## src/rtl/digit_entry_pkg.sv

```systemverilog
// digit_entry_pkg
// Shared types and constants for the digit entry front-panel controller.
// Contents:
//   MAX_DIGITS                 - largest supported digit count
//   DEFAULT_BLINK_HALF_PERIOD  - default cycles per blink on/off phase
//   key_events_t               - one-cycle key press events, one bit per key
//   commit_state_t             - state of the commit valid/ready handshake
package digit_entry_pkg;

    localparam int MAX_DIGITS                = 8;
    localparam int DEFAULT_BLINK_HALF_PERIOD = 25_000_000;

    typedef struct packed {
        logic up;
        logic down;
        logic left;
        logic right;
        logic enter;
    } key_events_t;

    typedef enum logic {
        COMMIT_IDLE,
        COMMIT_PENDING
    } commit_state_t;

endpackage

```

## src/rtl/risingedge_detector.sv

```systemverilog
// risingedge_detector
// Turns a raw key level into a single-cycle pulse on each 0->1 transition.
// The level is registered first, so the pulse is purely a decode of flops.
// Ports:
//   clock  - system clock
//   reset  - asynchronous, active-high reset
//   signal - raw input level
//   pulse  - high for one cycle after signal is first sampled high
module risingedge_detector (
    input  logic clock,
    input  logic reset,
    input  logic signal,
    output logic pulse
);

    logic sampled;
    logic previous;

    always_ff @(posedge clock or posedge reset) begin
        if (reset) begin
            sampled  <= 1'b0;
            previous <= 1'b0;
        end else begin
            sampled  <= signal;
            previous <= sampled;
        end
    end

    assign pulse = sampled & ~previous;

endmodule

```

## src/rtl/seven_segments_hex.sv

```systemverilog
// seven_segments_hex
// Hex nibble to 7-segment decoder, active-high, bit order {dp,g,f,e,d,c,b,a}.
// The decimal point is always off.
// Ports:
//   hex      - nibble to show
//   segments - segment pattern
module seven_segments_hex (
    input  logic [3:0] hex,
    output logic [7:0] segments
);

    always_comb begin
        segments = 8'h00;
        case (hex)
            4'h0: segments = 8'h3F;
            4'h1: segments = 8'h06;
            4'h2: segments = 8'h5B;
            4'h3: segments = 8'h4F;
            4'h4: segments = 8'h66;
            4'h5: segments = 8'h6D;
            4'h6: segments = 8'h7D;
            4'h7: segments = 8'h07;
            4'h8: segments = 8'h7F;
            4'h9: segments = 8'h6F;
            4'hA: segments = 8'h77;
            4'hB: segments = 8'h7C;
            4'hC: segments = 8'h39;
            4'hD: segments = 8'h5E;
            4'hE: segments = 8'h79;
            4'hF: segments = 8'h71;
            default: segments = 8'h00;
        endcase
    end

endmodule

```

## src/rtl/digit_entry_controller.sv

```systemverilog
// digit_entry_controller
// Multi-digit hex entry from panel keys: up/down edit the digit under the
// cursor, left/right move the cursor, enter commits the whole value over a
// valid/ready handshake. Each digit drives one 7-segment pattern.
// Optional feature macro: DIGIT_ENTRY_BLINK_EN - blank the active digit
// during the off phase of a blink counter.
// Ports:
//   clock, reset                    - system clock, async active-high reset
//   up_key, down_key                - raw key levels, edit the active digit
//   left_key, right_key             - raw key levels, move the cursor
//   enter_key                       - raw key level, commit the value
//   display[8*NUM_DIGITS-1:0]       - segment patterns, digit i at [8i+7:8i]
//   cursor                          - active digit index, 0 = LSD
//   edit_value[4*NUM_DIGITS-1:0]    - live digit registers
//   value_out[4*NUM_DIGITS-1:0]     - committed value
//   value_valid / value_ready       - commit handshake
module digit_entry_controller
    import digit_entry_pkg::*;
#(
    parameter int          NUM_DIGITS        = 4,
    parameter int          BLINK_HALF_PERIOD = DEFAULT_BLINK_HALF_PERIOD,
    parameter logic [7:0]  BLANK_SEG         = 8'h00,
    localparam int         CURSOR_W          = (NUM_DIGITS > 1) ? $clog2(NUM_DIGITS) : 1
) (
    input  logic                      clock,
    input  logic                      reset,
    input  logic                      up_key,
    input  logic                      down_key,
    input  logic                      left_key,
    input  logic                      right_key,
    input  logic                      enter_key,
    output logic [8*NUM_DIGITS-1:0]   display,
    output logic [CURSOR_W-1:0]       cursor,
    output logic [4*NUM_DIGITS-1:0]   edit_value,
    output logic [4*NUM_DIGITS-1:0]   value_out,
    output logic                      value_valid,
    input  logic                      value_ready
);

    localparam bit CONFIG_OK = (NUM_DIGITS >= 1) && (NUM_DIGITS <= MAX_DIGITS)
                               && (BLINK_HALF_PERIOD >= 2);
    localparam logic [CURSOR_W-1:0] LAST_DIGIT = CURSOR_W'(NUM_DIGITS - 1);

    generate
        if (!CONFIG_OK) begin : g_bad_config
            $error("digit_entry_controller: NUM_DIGITS or BLINK_HALF_PERIOD out of range");
        end
    endgenerate

    logic up_event, down_event, left_event, right_event, enter_event;
    key_events_t events;

    risingedge_detector u_up_edge    (.clock(clock), .reset(reset), .signal(up_key),    .pulse(up_event));
    risingedge_detector u_down_edge  (.clock(clock), .reset(reset), .signal(down_key),  .pulse(down_event));
    risingedge_detector u_left_edge  (.clock(clock), .reset(reset), .signal(left_key),  .pulse(left_event));
    risingedge_detector u_right_edge (.clock(clock), .reset(reset), .signal(right_key), .pulse(right_event));
    risingedge_detector u_enter_edge (.clock(clock), .reset(reset), .signal(enter_key), .pulse(enter_event));

    assign events = '{up: up_event, down: down_event, left: left_event,
                      right: right_event, enter: enter_event};

    logic [NUM_DIGITS-1:0][3:0] digits;
    commit_state_t commit_state;
    commit_state_t commit_next;
    logic          capture_value;
    logic          blink_off;

    // Up has priority over down when both keys fire together.
    always_ff @(posedge clock or posedge reset) begin
        if (reset) begin
            digits <= '0;
        end else if (events.up) begin
            digits[cursor] <= digits[cursor] + 4'd1;
        end else if (events.down) begin
            digits[cursor] <= digits[cursor] - 4'd1;
        end
    end

    // Opposing moves cancel. Wrapping is explicit so non power-of-two
    // digit counts stay inside the valid range.
    always_ff @(posedge clock or posedge reset) begin
        if (reset) begin
            cursor <= '0;
        end else if (events.left && !events.right) begin
            cursor <= (cursor == LAST_DIGIT) ? '0 : cursor + 1'b1;
        end else if (events.right && !events.left) begin
            cursor <= (cursor == '0) ? LAST_DIGIT : cursor - 1'b1;
        end
    end

    always_ff @(posedge clock or posedge reset) begin
        if (reset) begin
            commit_state <= COMMIT_IDLE;
        end else begin
            commit_state <= commit_next;
        end
    end

    // An enter while pending (including the transfer edge) is dropped,
    // which rules out back-to-back commits.
    always_comb begin
        commit_next = commit_state;
        case (commit_state)
            COMMIT_IDLE:    if (events.enter) commit_next = COMMIT_PENDING;
            COMMIT_PENDING: if (value_ready)  commit_next = COMMIT_IDLE;
            default:        commit_next = COMMIT_IDLE;
        endcase
    end

    always_comb begin
        value_valid   = (commit_state == COMMIT_PENDING);
        capture_value = (commit_state == COMMIT_IDLE) && events.enter;
    end

    // Captures the registers before this edge's edit lands.
    always_ff @(posedge clock or posedge reset) begin
        if (reset) begin
            value_out <= '0;
        end else if (capture_value) begin
            value_out <= digits;
        end
    end

`ifdef DIGIT_ENTRY_BLINK_EN
    localparam int BLINK_W = $clog2(BLINK_HALF_PERIOD);

    logic [BLINK_W-1:0] blink_count;
    logic               blink_on;
    logic               blink_restart;

    assign blink_restart = events.up | events.down | events.left | events.right;

    // Any edit or move restarts the on phase so the change shows at once.
    always_ff @(posedge clock or posedge reset) begin
        if (reset) begin
            blink_count <= '0;
            blink_on    <= 1'b1;
        end else if (blink_restart) begin
            blink_count <= '0;
            blink_on    <= 1'b1;
        end else if (blink_count == BLINK_W'(BLINK_HALF_PERIOD - 1)) begin
            blink_count <= '0;
            blink_on    <= ~blink_on;
        end else begin
            blink_count <= blink_count + 1'b1;
        end
    end

    assign blink_off = ~blink_on;
`else
    assign blink_off = 1'b0;
`endif

    assign edit_value = digits;

    generate
        for (genvar i = 0; i < NUM_DIGITS; i++) begin : g_digit
            logic [7:0] pattern;

            seven_segments_hex u_segments (.hex(digits[i]), .segments(pattern));

            assign display[8*i +: 8] = (blink_off && cursor == CURSOR_W'(i)) ? BLANK_SEG : pattern;
        end
    endgenerate

endmodule

```

## config.mk

```make
export PLATFORM = sky130hd
export DESIGN_NAME = digit_entry_controller
export DESIGN_NICKNAME = d
export VERILOG_FILES = /design/src/rtl/digit_entry_pkg.sv /design/src/rtl/risingedge_detector.sv /design/src/rtl/seven_segments_hex.sv /design/src/rtl/digit_entry_controller.sv
export SDC_FILE = /design/constraint.sdc
export NUM_CORES = 1
export LEC_CHECK = 0
export BUFFER_PORTS_ARGS = -buffer_cell sky130_fd_sc_hd__buf_2
export CAP_MARGIN = 10
export CORE_ASPECT_RATIO = 1.75
export CORE_UTILIZATION = 37
export DETAILED_ROUTE_END_ITERATION = 8
export PLACE_DENSITY_LB_ADDON = 0.05
export SETUP_SLACK_MARGIN = 0.2
export SYNTH_ARGS = -nofsm -noshare
export SYNTH_HDL_FRONTEND = slang
export SYNTH_HIERARCHICAL = 1
export SYNTH_SLANG_ARGS = --single-unit
```

## constraint.sdc

```tcl
create_clock -name clock -period 4.2 [get_ports clock]
set_input_delay 0.42 -clock clock [delete_from_list [all_inputs] [get_ports clock]]
set_output_delay 0.42 -clock clock [all_outputs]
set_load 0.01 [all_outputs]
```

==> reports/metrics.yaml, run 1 <==
finish:
  nets: 405
  largest_reg_flops: 16
  regMostFlops: "value_out"
  syn2layout_area_growth_pct: 15.3
  fin_cells: 478
  drive_gt1_frac: 0.353
  fill_cells: 857
  diodes: 0
  fin_util: 0.445
setup_path:
  cpMaxStageDelayCell: "dfrtp_1"
  worstReg2RegEnd: "edit_value[13]$_DFFE_PP0P_"
  crit_fanout: 9
  reg2reg_depth: 6
  cp.required_ns: 3.78
  path_cells: "inv_1 -> ha_1 -> mux4_1 -> buf_2"
  cp-start-kind: "register"
  crit_type: "register to primary output"
  timing.reg2reg.setup_slack_ns: 1.96
  arrival_ns: 1.98
  r2r-start: "cursor[0]$_DFFE_PP0P_"
  cp-end-kind: "primary output"
  crit_path_max_incr_delay_ns: 0.55
sta:
  drv_slew: 0
  finalHoldViolCount: 0
  rsz0062_at_grt: "false"
  fin_crit_sh: 0.572
  hold_slack_ns: 0.0255
  fmax_mhz: 416
  setup_viol: 0
  relSlewSlack: 0.394
  clock_skew_ns: 0.00330
  tightest_slew_ns: 0.904
  tns_ns: 0
  fin_crit_ns: 2.40
yosys:
  synthesis.area_um2: 3230
  synth_edf_count: 0
  synthesis.nets: 345
  ys_seq_area_frac: 0.349
  synthCells: 302
  yosys.cell_types.count: 43
  synth_largest_area_cell: "dfrtp_1"
  avgSynthCellArea_um2: 10.7
  synth_ff_type: "dfrtp_1"
  synth_area_leaders: "dfrtp_1 (35%), ha_1 (14%), mux2_2 (9.4%)"
  yosys_warnings: 6
  async_reset_ff_frac: 1.00
  yosysTopAreaCellShare: 0.349
  ys_seq_elements: 45
detailed_routing:
  wl_um: 7150
  firstDrtPassIters: 4
  routedWlPerCell_um: 15.0
  vias: 2333
  drtIter0Drc: 62
  viasPerCell: 4.88
  antenna_left: 0
  remaining_drc_errors: 0
placement:
  place_inst: 470
  io_buffers: 70
  gp_congestion: 0.711
  hpwl_um: 5270
clocking:
  cts_setup_buffers: 0
  cts_buffer_depth: 2
  hold_buffers: 0
  cts_made_buffers: 5
  post_cts_resize_count: 0
  h-tree-depth: 2
  cts_root_buf: "clkbuf_16"
  clock-sinks: 45
  cts_tree: "yes"
  clkLatencyLatePin_ns: 0.29
  clk_pin_slew_ns: 0.06
pwr:
  p_per_area_nw_per_um2: 822
  power_mw: 3.06
  peakVddDrop_mv: 0.326
  p_leak_nw: 1.81
floorplan:
  ios: 75
  core_area_um2: 8370
  start_util: 0.386
  die-area_um2: 9120
  rows: 44
  die_w_um: 72.6
  fp.dieH_um: 126
grt:
  grt_start_max_net_pins: 36
  grtUsageTotal: 0.166
  grt_antenna_before_repair: 0
  grt_pass1_wl_um: 11700
  overflow: 0
  grt_pass1_vias: 2292
worst_hold_path:
  min_path_type: "input pin to asynchronous set/reset pin"
outcome:
  run_status: "finished clean"
run:
  drv_cap: 0
## worst max-delay path by stage
stage                                    startpoint                          to  slack, ns  cells after the start
after global placement        cursor[0]$_DFFE_PP0P_  edit_value[13]$_DFFE_PP0P_       1.99                      6
after floorplan               cursor[0]$_DFFE_PP0P_  edit_value[11]$_DFFE_PP0P_       2.00                      6
after global routing      edit_value[1]$_DFFE_PP0P_                  display[3]       1.66                      4
final                     edit_value[1]$_DFFE_PP0P_                  display[3]       1.80                      4
after CTS                 edit_value[1]$_DFFE_PP0P_                  display[3]       1.75                      4
after detailed placement      cursor[0]$_DFFE_PP0P_  edit_value[13]$_DFFE_PP0P_       1.94                      6
## metal layers
| layer | wire [um] | vias up | part of all wire | global-route usage |
|---|---|---|---|---|
| met3 | 210 | 9 | 0.029 | 0.0274 |
| met2 | 3900 | 47 | 0.55 | 0.314 |
| met4 | 143 | 0 | 0.020 | 0.0600 |
| met1 | 2900 | 1123 | 0.41 | 0.179 |
| met5 | 0 | - | 0 | 0 |
| li1 | - | 1154 | - | - |
## Yosys cell counts, types with 2 or more instances
cell and instances:
a211o_1 4, a211oi_1 2, a21o_2 3, a21oi_1 14, a22oi_1 6, a31oi_1 2
buf_4 4, buf_6 9, clkbuf_1 2, conb_1 4, dfrtp_1 45, ha_1 35
inv_1 33, inv_2 2, mux2_1 4, mux2_2 27, mux2i_1 9, mux4_1 3
mux4_2 5, nand2_1 16, nand2b_1 4, nand3_1 4, nand4b_1 4, nor2_1 5
nor2b_1 8, nor2b_4 5, nor3_1 4, o21ai_0 18, o21ai_1 4, o31ai_1 3
xor2_1 2
## cell type report
cell class,instances,area (um^2),area share
clock buffers,5,125,0.0336
flip-flops and latches,45,1130,0.303
well taps,115,144,0.0387
inverters,36,138,0.0370
clock inverters,3,17.5,0.00471
repair buffers,71,358,0.0961
multi-input cells,203,1810,0.487
## cells by family after synthesis
kind of cell	count (synthesis)	share of synthesized area
XOR/XNOR	2	0.00543
other	4	0.00465
adder cells (fa/ha/maj)	35	0.136
flip-flops	45	0.349
multiplexers	49	0.200
buffers and inverters	54	0.0899
AND/OR/NAND/NOR	54	0.102
AO/OA/AOI/OAI	59	0.114
## worst max-delay path: cells and delay by family (launching register included)
kind / cells / cell delay, ns
flip-flops: 1 / 0.55
adder cells (fa/ha/maj): 1 / 0.33
buffers and inverters: 2 / 0.34
multiplexers: 1 / 0.48
## through the flow
stage	instance area, um^2	setup slack [ns]
2_1_floorplan	3230	2.00
3_3_place_gp	3580	1.99
3_5_place_dp	3580	1.94
4_1_cts	3720	1.75
5_1_grt	3720	1.66
6_report	3720	1.80
## layout by cell type (no fill, tap or decap), drive strengths merged, types with 5 or more instances in the layout
cell	count
mux2i	9
a21oi	14
clkbuf	5
dfrtp	45
inv	36
nor2	5
ha	35
mux4	8
o21ai	22
a22oi	7
nand2	16
buf	71
nor2b	13
mux2	32
## power by group
part	switching (mW)	total (mW)	internal, mW
registers	0.333	0.927	0.594
clock network	0.160	0.378	0.218
logic	0.899	1.76	0.856
total	1.39	3.06	1.67
No activity file was read; power rests on OpenSTA's default activity.
==> run 2: changes to the inputs <==
==> constraint.sdc (replaced) <==
create_clock -name clock -period 2.13 [get_ports clock]
set_input_delay 0.213 -clock clock [delete_from_list [all_inputs] [get_ports clock]]
set_output_delay 0.213 -clock clock [all_outputs]
set_load 0.01 [all_outputs]
==> run 2 against run 1 <==
Effect of this change: critical endpoint is now edit_value[3]$_DFFE_PP0P_; register-to-register slack worse by 1.8 ns; critical path type is now register to register; non-clock buffer count up 50; total power grew to 2.5 times the previous value; worst hold slack worse by 0.00069 ns; count of clock-buffer cells in the layout is 1 higher; flip-flop and latch count unchanged.
==> reports/metrics.yaml, run 2 (synthesis gave the netlist of run 1 again) <==
finish:
  multi_input_area_um2: 2080  # +15%
  drive_gt1_frac: 0.542  # +0.190
  fin_area_um2: 4530  # +22%
  layout_common_cells: "buf_2 (64), dfrtp_1 (40), buf_4 (38), mux2_2 (26), inv_1 (22)"
  nets: 455  # +12%
  fill_cells: 799  # -6.8%
  seqCellArea_um2: 1130  # +0.56%
  diodes: 0  # unchanged
  fin_cells: 528  # +10%
  fin_util: 0.541  # +0.0961
  regMostFlops: "value_out"
  syn2layout_area_growth_pct: 40.2
  largest_reg_flops: 16  # unchanged
  layout_commonest_cell: "buf_2"
sta:
  tightest_slew_ns: 0.653  # -0.251 ns
  setup_ws_ns: 0.152  # -1.65 ns
  fin_crit_sh: 0.928
  fin_crit_ns: 1.98
  tns_ns: 0  # unchanged
  drv_slew: 0  # unchanged
  hold_slack_ns: 0.0248  # -0.000691 ns
  rsz0062_at_grt: "true"
  relSlewSlack: 0.564  # +0.170
  setup_viol: 0  # unchanged
  fmax_mhz: 506
  clock_skew_ns: 0.00886  # +0.00556 ns
  finalHoldViolCount: 0  # unchanged
pwr:
  p_seq_frac: 0.205  # -0.098
  power.share.switching: 0.421  # -0.0336
  p_int_mw: 4.50  # +170%
  peakVddDrop_mv: 0.686  # +110%
  switchingPower_mw: 3.27  # +140%
  p_per_area_nw_per_um2: 1720  # +110%
  power_mw: 7.77  # +150%
  comb_power_share: 0.680  # +0.107
  p_leak_nw: 2.09  # +16%
  clkPwrFrac: 0.115  # -0.009
clocking:
  clkLatencyLatePin_ns: 0.30  # about the same
  cts_made_buffers: 5  # unchanged
  clock-sinks: 45  # unchanged
  cts_buffer_depth: 2  # unchanged
  cts_tree: "yes"
  clk_pin_slew_ns: 0.06  # about the same
  h-tree-depth: 2  # unchanged
  cts_root_buf: "clkbuf_16"
outcome:
  run_status: "finished clean"
detailed_routing:
  remaining_drc_errors: 0  # unchanged
  wl_um: 7600  # +6.2%
  routedWlPerCell_um: 14.4  # -3.9%
  drtIter0Drc: 49  # -21%
  antenna_left: 0  # unchanged
  vias: 2567  # +10%
  firstDrtPassIters: 4  # unchanged
  viasPerCell: 4.86  # -0.39%
grt:
  grtUsageTotal: 0.174  # +0.00784
  grt_pass1_wl_um: 12300  # +5.0%
  overflow: 0  # unchanged
  grt_start_max_net_pins: 19  # -47%
  grt_pass1_vias: 2518  # +9.9%
  grt_antenna_before_repair: 0  # unchanged
worst_hold_path:
  holdPathEnd: "u_left_edge/sampled$_DFF_PP0_"
  min_path_type: "input pin to register"
  worstHoldPathCells: 1
  hp-start: "left_key"
floorplan:
  core_area_um2: 8370  # unchanged
  rows: 44  # unchanged
  die_w_um: 72.6  # unchanged
  die-area_um2: 9120  # unchanged
  ios: 75  # unchanged
  start_util: 0.386  # unchanged
  fp.dieH_um: 126  # unchanged
run:
  drv_cap: 0  # unchanged
setup_path:
  cp.required_ns: 2.36  # -1.42 ns
  crit_fanout: 8  # -1
  worstReg2RegEnd: "edit_value[3]$_DFFE_PP0P_"
  timing.reg2reg.setup_slack_ns: 0.15  # -1.81 ns
  crit_path_max_incr_delay_ns: 0.58  # +0.03 ns
  cp-start-kind: "register"
  r2r-start: "cursor[0]$_DFFE_PP0P_"
  crit_type: "register to register"
  arrival_ns: 2.20  # +0.22 ns
  cpMaxStageDelayCell: "mux4_2"
  reg2reg_depth: 4  # -2
  cp-end-kind: "register"
  path_cells: "mux4_2 -> or4_4 -> a211o_1 -> nand3_1"
placement:
  pre_cts_ws_ns: 0.0507  # -1.89 ns
  io_buffers: 70  # unchanged
  hpwl_um: 5500  # +4.3%
  gp_congestion: 0.804  # +13%
  place_inst: 486  # +3.4%
  place_area_um2: 3710  # +3.6%
## run 2: cell count changes in the layout (fill, tap and decap cells not counted), sizes merged
cell | before | now
buf | 71 | 120
bufinv | 0 | 1
clkbuf | 5 | 6
clkinv | 2 | 1
clkinvlp | 1 | 0
dlygate4sd3 | 0 | 1
## run 2: cell type report
cell class / count / share of cell area
clock buffer: 6 / 0.0285
clock inverter: 2 / 0.00857
inverter: 36 / 0.0409
multi-input combinational: 203 / 0.459
sequential: 45 / 0.250
tap: 115 / 0.0318
timing repair buffer: 121 / 0.181
## run 2: worst max-delay path by stage
stage	cells after the start	end	from
3_3_place_gp	4	edit_value[7]$_DFFE_PP0P_	cursor[0]$_DFFE_PP0P_
5_1_grt	4	edit_value[3]$_DFFE_PP0P_	cursor[0]$_DFFE_PP0P_
4_1_cts	4	edit_value[3]$_DFFE_PP0P_	cursor[0]$_DFFE_PP0P_
3_5_place_dp	4	edit_value[11]$_DFFE_PP0P_	cursor[0]$_DFFE_PP0P_
6_report	4	edit_value[3]$_DFFE_PP0P_	cursor[0]$_DFFE_PP0P_
2_1_floorplan	6	edit_value[11]$_DFFE_PP0P_	cursor[0]$_DFFE_PP0P_
## run 2: what timing repair did
item,CTS,global route
hold buffers,1,0
setup buffers,24,9
setup endpoints to repair,35,31
gates resized for setup,64,33
endpoints found under the hold margin,10,0
pin swaps,7,7
## run 2: power by group through the flow
stage | registers, mW | logic, mW | clock network, mW
3_5_place_dp | 1.59 | 4.06 | 0
4_1_cts | 1.58 | 4.88 | 0.916
5_1_grt | 1.66 | 5.77 | 0.945
6_report | 1.59 | 5.29 | 0.891
3_3_place_gp | 1.57 | 4.01 | 0
2_1_floorplan | 1.66 | 2.67 | 0
## run 2: critical path, delay by kind of cell, from the launching register on
family | cells | cell delay (ns)
AND/OR/NAND/NOR | 2 | 0.64
multiplexers | 1 | 0.58
flip-flops | 1 | 0.42
AO/OA/AOI/OAI | 1 | 0.28
## run 2: layer usage
| layer | global-route usage | up-vias | routed length (um) |
|---|---|---|---|
| li1 | - | 1251 | - |
| met1 | 0.193 | 1251 | 3010 |
| met2 | 0.321 | 53 | 4170 |
| met3 | 0.0201 | 12 | 229 |
| met4 | 0.0784 | 0 | 191 |
| met5 | 0 | - | 0 |
==> run 3: changes to the inputs <==
--- a/config.mk
+++ b/config.mk
@@ -8,10 +8,10 @@
 export BUFFER_PORTS_ARGS = -buffer_cell sky130_fd_sc_hd__buf_2
 export CAP_MARGIN = 10
 export CORE_ASPECT_RATIO = 1.75
-export CORE_UTILIZATION = 37
+export CORE_UTILIZATION = 40
 export DETAILED_ROUTE_END_ITERATION = 8
-export PLACE_DENSITY_LB_ADDON = 0.05
-export SETUP_SLACK_MARGIN = 0.2
+export PLACE_DENSITY_LB_ADDON = 0.25
+export SETUP_SLACK_MARGIN = 0.02
 export SYNTH_ARGS = -nofsm -noshare
 export SYNTH_HDL_FRONTEND = slang
 export SYNTH_HIERARCHICAL = 1
==> run 3 against run 2 <==
Effect of this change: maximum frequency fell by 3.1%; flip-flop and latch count unchanged; core utilization fell by 4.8 points; clock skew fell by 0.0059 ns; combinational power shrank 24%; first-iteration DRC count up 29%; clock power decreased by 0.6%; sequential power shrank 3%; worst hold slack improved by 0.0065 ns; non-clock buffer count shrank 32; register-to-register slack worse by 0.04 ns.
==> reports/metrics.yaml, run 3 (synthesis gave the netlist of run 1 again) <==
sta:
  tns_ns: 0  # unchanged
  setup_viol: 0  # unchanged
  clock_skew_ns: 0.00299  # -0.00587 ns
  drv_slew: 0  # unchanged
  fin_crit_sh: 0.958  # +0.0297
  relSlewSlack: 0.628  # +0.0637
  rsz0062_at_grt: "true"
  fmax_mhz: 490  # -3.1%
  setup_ws_ns: 0.0892  # -0.0632 ns
  fin_crit_ns: 2.04  # +0.0632 ns
  finalHoldViolCount: 0  # unchanged
  tightest_slew_ns: 0.558  # -0.0955 ns
finish:
  regMostFlops: "value_out"
  largest_reg_flops: 16  # unchanged
  fill_cells: 740  # -7.4%
  layout_commonest_cell: "buf_2"
  layout_common_cells: "buf_2 (70), dfrtp_1 (43), ha_1 (30), mux2_2 (27), inv_1 (26)"
  seqCellArea_um2: 1130  # -0.33%
  multi_input_area_um2: 1830  # -12%
  drive_gt1_frac: 0.423  # -0.120
  nets: 423  # -7.0%
  diodes: 0  # unchanged
  fin_util: 0.493  # -0.0480
  syn2layout_area_growth_pct: 20.0
floorplan:
  ios: 75  # unchanged
  core_area_um2: 7860  # -6.1%
  rows: 43  # -2.3%
  start_util: 0.411  # +0.0252
  die_w_um: 69.9  # -3.7%
  fp.dieH_um: 121  # -3.8%
  die-area_um2: 8450  # -7.3%
detailed_routing:
  viasPerCell: 5.15  # +5.9%
  remaining_drc_errors: 0  # unchanged
  antenna_left: 0  # unchanged
  firstDrtPassIters: 4  # unchanged
  drtIter0Drc: 63  # +29%
  routedWlPerCell_um: 14.2  # -1.4%
  vias: 2424  # -5.6%
  wl_um: 6680  # -12%
placement:
  pre_cts_ws_ns: 0.0397  # -0.0109 ns
  io_buffers: 70  # unchanged
  gp_congestion: 0.804  # about the same
  hpwl_um: 5140  # -6.6%
setup_path:
  arrival_ns: 1.83  # -0.37 ns
  reg2reg_depth: 6  # +2
  cp.required_ns: 1.92  # -0.44 ns
  cp-start-kind: "register"
  crit_fanout: 8  # unchanged
  cp-end-kind: "primary output"
  crit_type: "register to primary output"
pwr:
  power_mw: 6.47  # -17%
  peakVddDrop_mv: 0.840  # +22%
  p_per_area_nw_per_um2: 1670  # -2.6%
  p_leak_nw: 1.88  # -10%
grt:
  grt_start_max_net_pins: 32  # +13
  grt_pass1_vias: 2276  # -9.6%
  grt_antenna_before_repair: 0  # unchanged
  grt_pass1_wl_um: 10900  # -11%
  overflow: 0  # unchanged
  grtUsageTotal: 0.163  # -0.0114
clocking:
  cts_buffer_depth: 2  # unchanged
  h-tree-depth: 2  # unchanged
  cts_tree: "yes"
  clock-sinks: 45  # unchanged
  clk_pin_slew_ns: 0.06  # about the same
  cts_made_buffers: 5  # unchanged
  cts_root_buf: "clkbuf_16"
  clkLatencyLatePin_ns: 0.28  # -0.02 ns
run:
  drv_cap: 0  # unchanged
worst_hold_path:
  worstHoldPathCells: 1  # unchanged
  min_path_type: "input pin to register"
outcome:
  run_status: "finished clean"
==> run 3: cell types whose count changed in the layout (fill, tap and decap cells not counted), moves of 4 or more <==
cell   delta
buf_2     +6
buf_4    -20
buf_6    -18
ha_1     +13
ha_4     -16
inv_1     +4
inv_2     +4
inv_8     -5
==> run 3: path summary, 6_finish.rpt <==
kind / from / to / slack (ns)
max in group asynchronous: reset / cursor[0]$_DFFE_PP0P_ / 1.04
worst min register to register: u_enter_edge/sampled$_DFF_PP0_ / u_enter_edge/previous$_DFF_PP0_ / 0.38
worst max register to register: cursor[0]$_DFFE_PP0P_ / edit_value[5]$_DFFE_PP0P_ / 0.11
worst min-delay path: enter_key / u_enter_edge/sampled$_DFF_PP0_ / 0.03
worst max-delay path: edit_value[9]$_DFFE_PP0P_ / display[19] / 0.09
min in group asynchronous: reset / u_up_edge/previous$_DFF_PP0_ / 0.36
==> run 3: cell type report <==
cell class / count / area share
flip-flops and latches: 45 / 0.291
inverters: 36 / 0.0355
well taps: 90 / 0.0291
multi-input cells: 203 / 0.471
clock buffers: 7 / 0.0368
clock inverters: 1 / 0.00775
repair buffers: 89 / 0.128
==> run 3: power by group <==
part / switching [mW] / internal (mW)
registers: 0.359 / 1.18
clock network: 0.301 / 0.585
logic: 2.12 / 1.92
total: 2.78 / 3.69
==> run 3: repair_timing <==
| item | CTS | global route |
|---|---|---|
| setup endpoints to repair | 4 | 18 |
| gates resized for setup | 5 | 13 |
| hold buffers | 1 | 0 |
| setup buffers | 0 | 2 |
| pin swaps | 0 | 2 |
| endpoints found under the hold margin | 14 | 0 |
==> run 3: routing by layer <==
layer | global-route usage | wire [um] | vias up
met4 | 0.0663 | 140 | 0
li1 | - | - | 1187
met3 | 0.0300 | 270 | 8
met1 | 0.186 | 2740 | 1162
met2 | 0.294 | 3530 | 67
met5 | 0 | 0 | -
==> run 3: per-stage QoR <==
step / std cells / hold WS (ns) / instance area (um^2)
5_1_grt: 471 / 0.0201 / 3870
3_3_place_gp: 460 / 0.118 / 3660
2_1_floorplan: 302 / -0.0458 / 3220
6_report: 471 / 0.0313 / 3870
4_1_cts: 469 / 0.0233 / 3850
3_5_place_dp: 460 / 0.116 / 3660
==> run 3: critical path: stages, from the launching register on <==
cell     delay [ns]
dfrtp_1        0.39
buf_4          0.19
inv_2          0.08
ha_1           0.29
mux4_2         0.44
buf_2          0.15
